==> src/rtl/multiplier_pkg.sv <==
// Shared definitions for the multiplier sequencer and its datapath.
//   state_t       : sequencer FSM states
//   DEFAULT_WIDTH : default operand width in bits
package multiplier_pkg;

    localparam int unsigned DEFAULT_WIDTH = 4;

    typedef enum logic [1:0] {
        IDLE,
        INIT,
        SHIFT,
        DONE
    } state_t;

endpackage

==> src/rtl/multiplier_datapath.sv <==
// Shift-add unsigned multiplier datapath.
// Ports:
//   clock, n_reset : clock and asynchronous active-low reset
//   do_init        : load multiplicand and seed the accumulator with the multiplier
//   do_shift       : one add-and-shift step (N steps give the full product)
//   multiplicand   : operand A (N bits)
//   multiplier     : operand B (N bits)
//   product        : accumulator contents, A*B after N shift steps (2N bits)
module multiplier_datapath
    import multiplier_pkg::*;
#(
    parameter int unsigned N = DEFAULT_WIDTH
) (
    input  logic             clock,
    input  logic             n_reset,
    input  logic             do_init,
    input  logic             do_shift,
    input  logic [N-1:0]     multiplicand,
    input  logic [N-1:0]     multiplier,
    output logic [2*N-1:0]   product
);

    logic [N-1:0]   mcand_q;
    logic [2*N-1:0] acc_q, acc_d;
    logic [N:0]     sum;

    // Upper half accumulates partial products; lower half holds the multiplier
    // bits not yet consumed, LSB first.
    always_comb begin
        sum   = {1'b0, acc_q[2*N-1:N]} + {1'b0, (acc_q[0] ? mcand_q : {N{1'b0}})};
        acc_d = acc_q;
        if (do_init) begin
            acc_d = {{N{1'b0}}, multiplier};
        end else if (do_shift) begin
            acc_d = {sum, acc_q[N-1:1]};
        end
    end

    always_ff @(posedge clock or negedge n_reset) begin
        if (!n_reset) begin
            mcand_q <= '0;
            acc_q   <= '0;
        end else begin
            if (do_init) begin
                mcand_q <= multiplicand;
            end
            acc_q <= acc_d;
        end
    end

    assign product = acc_q;

endmodule

==> src/rtl/multiplier_sequencer.sv <==
// Sequencer for an N-bit unsigned shift-add multiplier with valid/ready handshakes.
// Ports:
//   clock, n_reset            : clock and asynchronous active-low reset
//   start_valid, start_ready  : operand handshake (accepted only in IDLE)
//   multiplicand, multiplier  : operands, registered on accept
//   result_valid, result_ready: result handshake (held in DONE until taken)
//   product                   : 2N-bit unsigned product
// Optional feature: define MULTIPLIER_SEQUENCER_ZERO_SKIP_EN to jump straight to
// DONE with product 0 when either operand is zero.
module multiplier_sequencer
    import multiplier_pkg::*;
#(
    parameter int unsigned N = DEFAULT_WIDTH
) (
    input  logic             clock,
    input  logic             n_reset,
    input  logic             start_valid,
    output logic             start_ready,
    input  logic [N-1:0]     multiplicand,
    input  logic [N-1:0]     multiplier,
    output logic             result_valid,
    input  logic             result_ready,
    output logic [2*N-1:0]   product
);

    localparam int unsigned CW = $clog2(N);

    state_t         state_q, state_d;
    logic [CW-1:0]  cnt_q, cnt_d;
    logic [N-1:0]   op_a_q, op_b_q;
    logic           accept;
    logic           do_init, do_shift;
    logic [2*N-1:0] dp_product;

    assign start_ready = (state_q == IDLE);
    assign accept      = start_valid && start_ready;

    always_comb begin
        state_d      = state_q;
        cnt_d        = cnt_q;
        do_init      = 1'b0;
        do_shift     = 1'b0;
        result_valid = 1'b0;
        unique case (state_q)
            IDLE: begin
                if (accept) begin
`ifdef MULTIPLIER_SEQUENCER_ZERO_SKIP_EN
                    if (multiplicand == '0 || multiplier == '0) begin
                        state_d = DONE;
                    end else begin
                        state_d = INIT;
                    end
`else
                    state_d = INIT;
`endif
                end
            end
            INIT: begin
                do_init = 1'b1;
                cnt_d   = '0;
                state_d = SHIFT;
            end
            SHIFT: begin
                do_shift = 1'b1;
                // Leave on the Nth shift; clearing here keeps the counter from wrapping.
                if (cnt_q == CW'(N - 1)) begin
                    cnt_d   = '0;
                    state_d = DONE;
                end else begin
                    cnt_d = cnt_q + CW'(1);
                end
            end
            DONE: begin
                result_valid = 1'b1;
                if (result_ready) begin
                    state_d = IDLE;
                end
            end
            default: state_d = IDLE;
        endcase
    end

    always_ff @(posedge clock or negedge n_reset) begin
        if (!n_reset) begin
            state_q <= IDLE;
            cnt_q   <= '0;
            op_a_q  <= '0;
            op_b_q  <= '0;
        end else begin
            state_q <= state_d;
            cnt_q   <= cnt_d;
            if (accept) begin
                op_a_q <= multiplicand;
                op_b_q <= multiplier;
            end
        end
    end

    multiplier_datapath #(
        .N (N)
    ) u_datapath (
        .clock        (clock),
        .n_reset      (n_reset),
        .do_init      (do_init),
        .do_shift     (do_shift),
        .multiplicand (op_a_q),
        .multiplier   (op_b_q),
        .product      (dp_product)
    );

`ifdef MULTIPLIER_SEQUENCER_ZERO_SKIP_EN
    // Skipped operations never touch the accumulator, so its stale value is masked.
    logic skip_q;

    always_ff @(posedge clock or negedge n_reset) begin
        if (!n_reset) begin
            skip_q <= 1'b0;
        end else if (accept) begin
            skip_q <= (multiplicand == '0 || multiplier == '0);
        end
    end

    assign product = skip_q ? '0 : dp_product;
`else
    assign product = dp_product;
`endif

endmodule

==> config.mk <==
export PLATFORM = sky130hd
export DESIGN_NAME = multiplier_sequencer
export DESIGN_NICKNAME = d
export VERILOG_FILES = /design/src/rtl/multiplier_pkg.sv /design/src/rtl/multiplier_datapath.sv /design/src/rtl/multiplier_sequencer.sv
export SDC_FILE = /design/constraint.sdc
export NUM_CORES = 1
export LEC_CHECK = 0
export CORE_MARGIN = 3
export CORE_UTILIZATION = 54
export CTS_CLUSTER_SIZE = 25
export DETAILED_ROUTE_END_ITERATION = 7
export GPL_ROUTABILITY_DRIVEN = 0
export MAX_ROUTING_LAYER = met4
export PLACE_DENSITY = 0.82
export SLEW_MARGIN = 10
export SYNTH_ARGS = -nofsm -noshare
export SYNTH_HDL_FRONTEND = slang
export SYNTH_SLANG_ARGS = --single-unit
export TNS_END_PERCENT = 10
==> constraint.sdc <==
create_clock -name clock -period 4.8 [get_ports clock]
set_clock_uncertainty 0.05 [all_clocks]
set_input_delay 1.44 -clock clock [delete_from_list [all_inputs] [get_ports clock]]
set_output_delay 1.44 -clock clock [all_outputs]
set_load 0.1 [all_outputs]
# Word level (Yosys, flattened, before mapping)
# Cells that the tools add are included.
word_totals:
  ff_bits: 24
  out_inout_bits: 10
  input_bits: 12
op_classes:
  n_reduce_logical: 5
  mux: 12
  n_eq_ne: 7
  addsub: 2
ops:
  columns: ["cell", "n"]
  rows:
  - ["2-to-1 mux 8 bit", 2]
  - ["2-to-1 mux 2 bit", 4]
  - ["case mux 2 bit (4 select lines)", 1]
  - ["== test 2 bit, second input constant", 3]
  - ["adder 4 x 4 -> 5 bit", 1]
  - ["2-to-1 mux 4 bit", 1]
  - ["!= test 2 bit, second input constant", 2]
  - ["case mux 2 bit (2 select lines)", 1]
  - ["nonzero test 2 bit", 2]
  - ["2-to-1 mux 1 bit", 3]
  - ["AND reduction 3 bit", 1]
  - ["adder 2 x 1 -> 2 bit, second input constant", 1]
  - ["== test 2 x 1 -> 1 bit, second input constant", 1]
  - ["logical NOT 2 bit", 1]
  - ["!= test 2 x 1 -> 1 bit, second input constant", 1]
  - ["logical AND 1 bit", 1]

# Depth between registers and ports, before layout
logic_depth:
  depth_word: 4
  depth_mapped: 8
  ltp_nobuf: 8

# Hierarchy
# Synthesis repeated with hierarchy kept, for this count alone.
unflattened:
  cells_unflattened: 105
  area_unflattened_um2: 1228.7
by_module_without_submodules:
  columns: ["mod", "area_per_inst_um2", "cells_per_inst", "seq_area_each_um2", "n_inst"]
  rows:
  - ["multiplier_datapath", 654.4, 63, 300.3, 1]
  - ["multiplier_sequencer", 574.3, 42, 300.3, 1]

# Worst setup path after synthesis
# OpenSTA, ideal clock, no wires.
synth_timing:
  path_kind: "flip-flop to output port"
  from: "reg state_q[0]"
  to: "out start_ready"
  t_arrival_ps: 1352
  path_buffers: 0
  required_ps: 3310
  setup_slack_ps: 1958
  stages_incl_launch_ff: 3
  cell_sequence: "dfrtp_1 inv_1 ha_1"
synth_via:
  elab_chain_len: 1
synth_lines:
  columns: ["item", "line_no", "source"]
  rows:
  - ["from (decl)", "multiplier_sequencer.sv:28", "state_t state_q, state_d;"]
  - ["from (signal assigned)", "multiplier_sequencer.sv:90", "state_q <= state_d;"]
  - ["logical NOT 2 bit", "multiplier_sequencer.sv:35", "assign start_ready = (state_q == IDLE);"]
  - ["to (decl)", "multiplier_sequencer.sv:18", "output logic start_ready,"]
# Every way passes these cells.

# Worst setup path in the final report
layout_timing:
  from: "reg state_q[1]"
  to: "out start_ready"
# Same word-level chain as after synthesis.

==> out/qor.log <==
INFO  run_status     run_status=complete, no violations
INFO  synthesis      ys_seq_area_frac=0.500
INFO  synthesis      synth_commonest_cells=sky130_fd_sc_hd__dfrtp_1 (24), sky130_fd_sc_hd__mux2_2 (13), sky130_fd_sc_hd__inv_1 (11), sky130_fd_sc_hd__ha_1 (9), sky130_fd_sc_hd__nor2_1 (6)
INFO  worst_setup_path crit_path_start_kind=flip-flop
INFO  placed_design  place_inst=145
INFO  synthesis      dominantRegCellSynth=sky130_fd_sc_hd__dfrtp_1
INFO  worst_setup_path crit_required=3.31ns
INFO  synthesis      ys_top_cells_by_area=sky130_fd_sc_hd__dfrtp_1 (50%), sky130_fd_sc_hd__mux2_2 (12%), sky130_fd_sc_hd__ha_1 (9.4%)
INFO  routing        number_of_detailed_route_iterations_in_the_first_pass=3
INFO  sta            pin_slew_with_the_least_headroom_to_its_limit=1.04ns
INFO  clock_tree     htreeDepth=1
INFO  synthesis      synthesis.instances=100
INFO  synthesis      yosys_register_bits=24
INFO  hold_path      whs_endpoint=op_a_q[1]
INFO  routing        post_dr_vias_cell=5.40
INFO  clock_tree     insertion_delay=0.32ns
INFO  global_route   gr-usage-all-layers=0.186
INFO  hold_path      hold_class=flip-flop to flip-flop
INFO  floorplan      floorplan.core_area=0.00204mm²
INFO  synthesis      yosysWarnings=0
INFO  clock_tree     clk_pin_slew=0.14ns
INFO  floorplan      floorplan.initialDensity=0.588
INFO  placed_design  place_worst_setup_slack=1.37ns
INFO  sta            rsz_0062_raised_after_global_routing=no
INFO  flow_run       timing.max_cap.violations=0
INFO  synthesis      synth-edff-count=0
INFO  worst_setup_path worstPathMaxFanout=4
INFO  floorplan      dieWidth=53.2µm
INFO  synthesis      synth_largest_type_area_fraction=0.500
INFO  worst_setup_path cp.arrival=2.29ns
INFO  synthesis      synth.largest_area_cell=sky130_fd_sc_hd__dfrtp_1
INFO  clock_tree     cts_root_buf=sky130_fd_sc_hd__clkbuf_4
INFO  sta            worst_slew_margin_rel=0.301
INFO  routing        drt.antenna.violating_nets=0
INFO  synthesis      postSynthAreaPerCell=12.0µm²
INFO  worst_setup_path worstReg2RegStart=u_datapath.product[0]
INFO  worst_setup_path worst_setup_path_end_kind=output pin
INFO  synthesis      yosysMostFrequentCell=sky130_fd_sc_hd__dfrtp_1
INFO  global_route   grt_pass1_vias=859
INFO  clock_tree     post_cts_resized=0
INFO  synthesis      syn_nets=122
INFO  routing        detail_route.wirelength=2.16mm
INFO  worst_setup_path worst_r2r_dst=u_datapath.product[4]
INFO  sta            drv_slew=0
INFO  clock_tree     max-clock-path-buffers=2
INFO  global_route   global_route_wire_length_before_repair=3.52mm
INFO  placed_design  place.detailed.hpwl=1.62mm
INFO  sta            period_share=0.789
INFO  synthesis      share_of_synthesized_flip_flops_with_an_asynchronous_set_or_reset=1.00
INFO  hold_path      holdCritStartpoint=op_a_q[1]
INFO  placed_design  port-buffer-count=21
INFO  floorplan      fp.dieArea=0.00283mm²
INFO  global_route   antenna_violations_before_repair=0
INFO  clock_tree     cts_sinks=24
INFO  final_layout   final_net_count=145
INFO  floorplan      io_pins=22
INFO  routing        drc=0
INFO  routing        route.vias.total=805
INFO  sta            fin_tns_setup=0ns
INFO  hold_path      worst_hold_path.num_cells=1
INFO  worst_setup_path rrSetupSlack=2.96ns
INFO  floorplan      rows=16
INFO  floorplan      floorplan.die.height=53.2µm
INFO  global_route   grt_remaining_overflow=0
INFO  final_layout   diodes=0
INFO  global_route   grt_max_degree=25
INFO  sta            finalCriticalPeriod=3.78ns
INFO  clock_tree     ctsHoldBuffers=0
INFO  clock_tree     post_cts.repair.setup_buffers=0
INFO  routing        dr.first_iter.drc_count=3
INFO  sta            setup_viol_count_final=0
INFO  final_layout   final_layout_size_suffix_gt1_frac=0.164
INFO  clock_tree     tritoncts.num_buffers=3
INFO  synthesis      syn-cell-area=0.00120mm²
INFO  routing        wire_per_inst=14.5µm
INFO  sta            report.final.hold_viol_count=0
INFO  final_layout   synthToLayoutAreaGrowth=22.9%
INFO  worst_setup_path critical_path_class=flip-flop to output pin
INFO  clock_tree     cts_tree=yes
INFO  sta            worst_slack=1.02ns
INFO  worst_setup_path r2r.worst_path.cells=6
INFO  final_layout   layout.cells.non_filler=149
INFO  synthesis      number_of_distinct_library_cells_after_synthesis=24
INFO  sta            max_freq=0.264GHz
## critical path: stages, from the launching register on
cell                              delay [ns]
sky130_fd_sc_hd__dfrtp_1                0.43
sky130_fd_sc_hd__inv_1                  0.10
sky130_fd_sc_hd__ha_1                   0.27
sky130_fd_sc_hd__clkdlybuf4s50_1        1.18
## flip-flops by register name, indices dropped and copies added, names as in the netlist
name and count:
u_datapath.product 8, op_a_q 4, state_q 2, op_b_q 4
u_datapath.mcand_q 4, cnt_q 2
## worst max-delay path by stage
stage / startpoint / endpoint / depth (start not counted)
floorplan: state_q[0] / start_ready / 2
global placement: state_q[0] / start_ready / 3
detailed placement: state_q[1] / start_ready / 3
global route: state_q[1] / start_ready / 3
finish: state_q[1] / start_ready / 3
CTS: state_q[1] / start_ready / 3
## layer usage
metal	part of all wire	up-vias	track usage
met4	0.025	0	0.115
met1	0.42	409	0.194
met3	0.024	4	0.0254
met5	0	-	-
li1	-	378	-
met2	0.54	14	0.329
## cell type report
| class | instances | area, µm² |
|---|---|---|
| clock buffer | 3 | 22.5 |
| clock inverter | 1 | 30.0 |
| fill | 166 | 566 |
| inverter | 11 | 41.3 |
| multi-input combinational | 62 | 538 |
| sequential | 24 | 601 |
| tap | 27 | 33.8 |
| timing repair buffer | 21 | 210 |
## cell families after synthesis
family	synth area share
buffers and inverters	0.0521
adders and majority gates	0.110
and+or+nand+nor	0.0813
AOI/OAI and AO/OA	0.0938
muxes	0.155
DFF	0.500
xor gates and xnor gates	0.00729
## layout by cell type (no fill, tap or decap)
cell	synthesis	routed
sky130_fd_sc_hd__a21o_1	1	1
sky130_fd_sc_hd__a21oi_1	5	5
sky130_fd_sc_hd__a221oi_4	1	1
sky130_fd_sc_hd__and2_1	3	3
sky130_fd_sc_hd__bufinv_16	0	1
sky130_fd_sc_hd__clkbuf_4	0	3
sky130_fd_sc_hd__clkdlybuf4s50_1	0	21
sky130_fd_sc_hd__dfrtp_1	24	24
sky130_fd_sc_hd__fa_1	1	1
sky130_fd_sc_hd__ha_1	9	9
sky130_fd_sc_hd__inv_1	11	11
sky130_fd_sc_hd__mux2_2	13	13
sky130_fd_sc_hd__mux2i_1	4	4
sky130_fd_sc_hd__nand2_1	2	2
sky130_fd_sc_hd__nand2_2	1	1
sky130_fd_sc_hd__nand2b_4	1	1
sky130_fd_sc_hd__nand3_1	2	2
sky130_fd_sc_hd__nor2_1	6	6
sky130_fd_sc_hd__nor2b_1	3	3
sky130_fd_sc_hd__o21a_1	1	1
sky130_fd_sc_hd__o21ai_0	4	4
sky130_fd_sc_hd__o21ai_1	1	1
sky130_fd_sc_hd__o22ai_1	2	2
sky130_fd_sc_hd__o32ai_1	1	1
sky130_fd_sc_hd__xor2_1	1	1
## per-stage QoR
step                       util  hold WS [ns]  instance area [µm²]
after floorplan               -         0.423                 1200
after global placement    0.697         0.434                 1420
after detailed placement  0.697         0.443                 1420
after CTS                 0.723         0.474                 1480
after global routing      0.723         0.495                 1480
final                     0.723         0.466                 1480
Power is left out: the tool's default activity adds up to more than one toggle a clock period on the data nets, which glitch-free logic cannot reach.
